<file path="config.mk">
export PLATFORM = sky130hd
export DESIGN_NAME = button_conditioner
export DESIGN_NICKNAME = d
export VERILOG_FILES = /design/src/rtl/button_conditioner.sv
export SDC_FILE = /design/constraint.sdc
export NUM_CORES = 1
export LEC_CHECK = 0
export ABC_AREA = 0
export CAP_MARGIN = 20
export CORE_MARGIN = 2
export CORE_UTILIZATION = 53
export CTS_CLUSTER_SIZE = 14
export DETAILED_ROUTE_END_ITERATION = 10
export PLACE_DENSITY = 0.83
export SYNTH_ARGS = -nofsm -noshare
export SYNTH_HDL_FRONTEND = slang
export SYNTH_SLANG_ARGS = --single-unit
</file>
<file path="constraint.sdc">
create_clock -name i_clock -period 1.93 [get_ports i_clock]
set_input_delay 0.386 -clock i_clock [delete_from_list [all_inputs] [get_ports i_clock]]
set_output_delay 0.386 -clock i_clock [all_outputs]
set_load 0.05 [all_outputs]
</file>
<file path="src/rtl/button_conditioner.sv">
// Multi-channel push-button front end: sync, polarity normalise, debounce, press/release pulses.
// Optional auto-repeat of press pulses while held, built when BUTTON_CONDITIONER_AUTOREPEAT_EN is defined.
module button_conditioner #(
  parameter int CHANNELS      = 3,
  parameter int STABLE_CYCLES = 50000,
  parameter int COUNT_WIDTH   = 16,
  parameter int ACTIVE_LOW    = 1,
  parameter int REPEAT_DELAY  = 25000000,
  parameter int REPEAT_PERIOD = 5000000
) (
  input  logic                i_clock,
  input  logic                i_reset,
  input  logic [CHANNELS-1:0] i_button_raw,
  output logic [CHANNELS-1:0] o_level,
  output logic [CHANNELS-1:0] o_pressed,
  output logic [CHANNELS-1:0] o_released
);

  localparam logic                   INACTIVE   = (ACTIVE_LOW != 0);
  localparam logic [COUNT_WIDTH-1:0] STABLE_MAX = COUNT_WIDTH'(STABLE_CYCLES - 1);
  localparam logic [COUNT_WIDTH-1:0] CNT_ONE    = COUNT_WIDTH'(1);

`ifdef BUTTON_CONDITIONER_AUTOREPEAT_EN
  localparam logic [COUNT_WIDTH-1:0] DELAY_MAX  = COUNT_WIDTH'(REPEAT_DELAY - 1);
  localparam logic [COUNT_WIDTH-1:0] PERIOD_MAX = COUNT_WIDTH'(REPEAT_PERIOD - 1);

  typedef enum logic [1:0] {
    ST_IDLE,
    ST_DELAY,
    ST_REPEAT
  } rpt_state_t;
`endif

  for (genvar gi = 0; gi < CHANNELS; gi++) begin : g_ch
    logic                   r_sync1;
    logic                   r_sync2;
    logic                   r_level;
    logic                   r_pressed;
    logic                   r_released;
    logic [COUNT_WIDTH-1:0] r_db_count;
    logic                   w_s;
    logic                   w_toggle;
    logic                   w_rise;
    logic                   w_fall;
    logic                   w_repeat;

    assign w_s      = r_sync2 ^ INACTIVE;
    assign w_toggle = (w_s != r_level) && (r_db_count == STABLE_MAX);
    assign w_rise   = w_toggle && !r_level;
    assign w_fall   = w_toggle && r_level;

    // Counter only runs while the synchronised input disagrees with the level.
    always_ff @(posedge i_clock) begin
      if (i_reset) begin
        r_sync1    <= INACTIVE;
        r_sync2    <= INACTIVE;
        r_level    <= 1'b0;
        r_pressed  <= 1'b0;
        r_released <= 1'b0;
        r_db_count <= '0;
      end else begin
        r_sync1    <= i_button_raw[gi];
        r_sync2    <= r_sync1;
        r_pressed  <= w_rise | w_repeat;
        r_released <= w_fall;
        if (w_s == r_level) begin
          r_db_count <= '0;
        end else if (w_toggle) begin
          r_db_count <= '0;
          r_level    <= ~r_level;
        end else begin
          r_db_count <= r_db_count + CNT_ONE;
        end
      end
    end

`ifdef BUTTON_CONDITIONER_AUTOREPEAT_EN
    rpt_state_t             r_state;
    rpt_state_t             w_state_next;
    logic [COUNT_WIDTH-1:0] r_rpt_count;
    logic [COUNT_WIDTH-1:0] w_rpt_count_next;

    always_ff @(posedge i_clock) begin
      if (i_reset) begin
        r_state     <= ST_IDLE;
        r_rpt_count <= '0;
      end else begin
        r_state     <= w_state_next;
        r_rpt_count <= w_rpt_count_next;
      end
    end

    // A release wins over any pending repeat in the same cycle.
    always_comb begin
      w_state_next     = r_state;
      w_rpt_count_next = r_rpt_count;
      w_repeat         = 1'b0;
      if (w_fall) begin
        w_state_next     = ST_IDLE;
        w_rpt_count_next = '0;
      end else begin
        case (r_state)
          ST_IDLE: begin
            if (w_rise) begin
              w_state_next     = ST_DELAY;
              w_rpt_count_next = '0;
            end
          end
          ST_DELAY: begin
            if (r_rpt_count == DELAY_MAX) begin
              w_repeat         = 1'b1;
              w_rpt_count_next = '0;
              w_state_next     = ST_REPEAT;
            end else begin
              w_rpt_count_next = r_rpt_count + CNT_ONE;
            end
          end
          ST_REPEAT: begin
            if (r_rpt_count == PERIOD_MAX) begin
              w_repeat         = 1'b1;
              w_rpt_count_next = '0;
            end else begin
              w_rpt_count_next = r_rpt_count + CNT_ONE;
            end
          end
          default: begin
            w_state_next     = ST_IDLE;
            w_rpt_count_next = '0;
          end
        endcase
      end
    end
`else
    assign w_repeat = 1'b0;
`endif

    assign o_level[gi]    = r_level;
    assign o_pressed[gi]  = r_pressed;
    assign o_released[gi] = r_released;
  end

endmodule
</file>
==> impl_metrics.ini, run 1 <==
[status]
status = complete, no violations

[drt]
wl_per_cell_um = 12.3
ant_nets = 0
wirelength_um = 4650
first_pass_iters = 4
route.vias.total = 1975
drc_errors = 0
drt_iter0_drc = 123
vias_per_cell = 5.22

[floorplan]
rows = 25
initial_core_util = 0.557
core_mm2 = 0.00479
fp.dieH_um = 74.9
die_w_um = 74.9
die-area_mm2 = 0.00561
pin_count = 14

[setup_path]
path_max_fanout = 15
critical_path_class = reg2reg
cp.required_ns = 2.15
r2r_start = g_ch[0].r_db_count[12]$_SDFF_PP0_
critPathTopFamily = simple AND/OR/NAND/NOR gates
reg2regPathDepth = 4
path_cells = or4_1, or4_4, nand2b_4, nor2_1
slowest_delay_ns = 0.60
r2r-end = g_ch[0].r_db_count[9]$_SDFF_PP0_
crit_arrival_ns = 2.10
cp-startpoint = g_ch[0].r_db_count[12]$_SDFF_PP0_
r2r_setup_slack_ns = 0.05
crit_slowest_cell = or4_4
cp-start-kind = flop
critPathBufInv = 0
end_kind = flop

[timing]
fin_crit_ns = 1.88
rsz0062_at_grt = false
slew_headroom = 0.667
slew_violations = 0
setup_violations = 0
hold_viol_final = 0
max_freq_mhz = 533
tightestPinTransition_ns = 0.497
clock_skew_ns = 0.0106
fin_crit_sh = 0.972
finalSetupTns_ns = 0

[synthesis]
synth_area_leaders = dfxtp_1, xnor2_1, nor2_1
synth_seq_cells = 63
yosysWarnings = 0
yosysSeqAreaShare = 0.473
syn_inst = 293
yosys.area.top_type = dfxtp_1
synth_ff_type = dfxtp_1
netlist.area_leader.share = 0.473
synth.most_common_cell = dfxtp_1
async_flop_share = 0
synth-edff-count = 0
synth_area_mm2 = 0.00266
syn_avg_cell_area_um2 = 9.09
yosysUniqueCellTypes = 32
synth_fp_nets = 301
synthTopCellsByCount = dfxtp_1, nor2_1, xnor2_1

[pwr]
p_sw_frac = 0.234
p_clk_frac = 0.423
total_leakage_power_uw = 0.000937
p_per_area_mw_per_mm2 = 788
p_switching_uw = 545
ir_worst_vdd_mv = 0.387
pwr-share-seq = 0.562
pwr-share-comb = 0.015
internal_power_uw = 1790

[cells_and_area]
regArea_mm2 = 0.00126
final_area_mm2 = 0.00296
syn_to_final_growth_pct = 11.3
diodes = 0
fin_nets = 314
fillers = 394
drive_gt1_frac = 0.103
multi_input_area_mm2 = 0.00125

[global_routing]
grt_pass1_vias = 1853
track_usage = 0.186
grt_pass1_wl_um = 7730
grt_max_degree = 16
overflow = 0
grt_antenna_before_repair = 0

[run]
max-cap-violations = 0

[hold_path]
min_path_type = reg2reg
min-delay-start = g_ch[2].r_sync1$_SDFF_PP1_
min_to = g_ch[2].r_sync2$_SDFF_PP1_
whs_path_depth = 1

[clocking]
root_buffer = clkbuf_8
clk_latency_ns = 0.34
cts_buffers = 9
cts_max_level = 3
clk_pin_slew_worst_paths_ns = 0.08
postCtsSetupBuffers = 0
cts_tree = yes
cts_sinks = 63
cts_buffer_depth = 2

[place]
place_congestion = 0.799
io_buffers = 13
dpl_cell_area_mm2 = 0.00279
dp_hpwl_um = 3340
==> layout by cell type, fill, tap and decap left out <==
cell | netlist | final
a211oi_1 | 2 | 2
a21o_1 | 1 | 1
a21oi_1 | 1 | 1
and3_1 | 3 | 3
and4_1 | 1 | 1
buf_4 | 9 | 4
clkbuf_8 | 0 | 9
clkdlybuf4s50_1 | 0 | 10
clkinv_2 | 0 | 3
clkinv_4 | 0 | 1
clkinvlp_4 | 0 | 2
dfxtp_1 | 63 | 63
dlygate4sd2_1 | 0 | 2
ha_1 | 3 | 3
inv_1 | 13 | 13
inv_6 | 0 | 1
mux2i_1 | 1 | 1
nand2_1 | 12 | 12
nand2b_1 | 3 | 2
nand2b_2 | 0 | 1
nand2b_4 | 2 | 2
nand3_1 | 16 | 16
nand4_1 | 11 | 11
nand4b_1 | 2 | 2
nor2_1 | 57 | 57
nor3_1 | 15 | 15
nor4_1 | 11 | 11
nor4b_1 | 1 | 1
nor4bb_1 | 2 | 2
o31ai_1 | 1 | 1
or2_2 | 7 | 7
or3_1 | 1 | 1
or4_1 | 3 | 3
or4_4 | 2 | 2
or4bb_1 | 2 | 2
xnor2_1 | 35 | 35
xor2_1 | 8 | 8
==> sequential cells by signal (all words and copies together), names as in the netlist <==
name,flops
g_ch.r_db_count,48
g_ch.r_level,3
g_ch.r_pressed,3
g_ch.r_released,3
g_ch.r_sync1,3
g_ch.r_sync2,3
==> cell families (layout without fill, tap and decap cells) <==
kind of cell,after synthesis,after routing,share of synthesized area
buffers and inverters,27,45,0.0578
and+or+nand+nor,151,151,0.296
adders and majority gates,3,3,0.0141
AOI/OAI and AO/OA,5,5,0.0132
DFF,63,63,0.473
xor gates and xnor gates,43,43,0.141
muxes,1,1,0.00376
==> worst max-delay path by stage <==
stage	end	slack (ns)	cells past startpoint
final	g_ch[0].r_db_count[9]$_SDFF_PP0_	0.05	4
after global routing	g_ch[0].r_db_count[4]$_SDFF_PP0_	0.002	4
after CTS	o_pressed[2]	0.06	1
after detailed placement	g_ch[0].r_db_count[14]$_SDFF_PP0_	0.09	4
after global placement	g_ch[0].r_db_count[15]$_SDFF_PP0_	0.13	4
after floorplan	g_ch[0].r_db_count[15]$_SDFF_PP0_	0.14	5
==> per-stage QoR <==
step / setup slack (ns) / hold WS [ns] / std cells / utilization / total power [uW]
after floorplan: 0.143 / 0.389 / 293 / - / 1360
after global placement: 0.131 / 0.391 / 362 / 0.584 / 1380
after detailed placement: 0.0871 / 0.404 / 362 / 0.584 / 1380
after CTS: 0.0556 / 0.418 / 378 / 0.619 / 2360
after global routing: 0.00165 / 0.433 / 378 / 0.619 / 2420
final: 0.0546 / 0.416 / 378 / 0.619 / 2330
==> power groups by stage <==
| stage | combinational, uW | clock, uW | sequential, uW |
|---|---|---|---|
| finish | 35.8 | 988 | 1310 |
| CTS | 36.0 | 1010 | 1310 |
| global placement | 35.1 | 0 | 1340 |
| detailed placement | 35.7 | 0 | 1340 |
| floorplan | 23.6 | 0 | 1340 |
| global route | 39.8 | 1070 | 1310 |
==> per-layer routing <==
layer,up-vias,GRT usage,share of wire
li1,1007,-,-
met3,10,0.0576,0.039
met2,42,0.302,0.48
met5,-,0,0
met4,0,0.113,0.022
met1,916,0.213,0.46
==> worst register-to-register path, delay by kind of cell, from the launching register on <==
kind | cells | cell delay [ns]
AND/OR/NAND/NOR | 4 | 1.40
flip-flops | 1 | 0.36
==> final cells by class <==
cell class | instances | area share
clock buffer | 9 | 0.0418
tap | 67 | 0.0283
sequential | 63 | 0.425
clock inverter | 7 | 0.0160
multi-input combinational | 203 | 0.422
timing repair buffer | 16 | 0.0498
inverter | 13 | 0.0165
==> timing repair <==
| action | in CTS | in global routing |
|---|---|---|
| endpoints found under the setup margin | 2 | 1 |
| gates cloned | 0 | 0 |
| hold buffers | 0 | 0 |
| gates resized for setup | 2 | 1 |
Note: power is estimated with default switching activity, not from simulation.
==> run 2, diff against run 1 <==
- CAP_MARGIN: 20 -> not set
==> results of run 2 <==
Same layout as run 1: the final DEF is identical, and so are final timing and power.
==> run 3, diff against run 2 <==
- ABC_CLOCK_PERIOD_IN_PS: not set -> 1930
==> results of run 3 <==
Same layout as run 1: the final DEF is identical, and so are final timing and power.
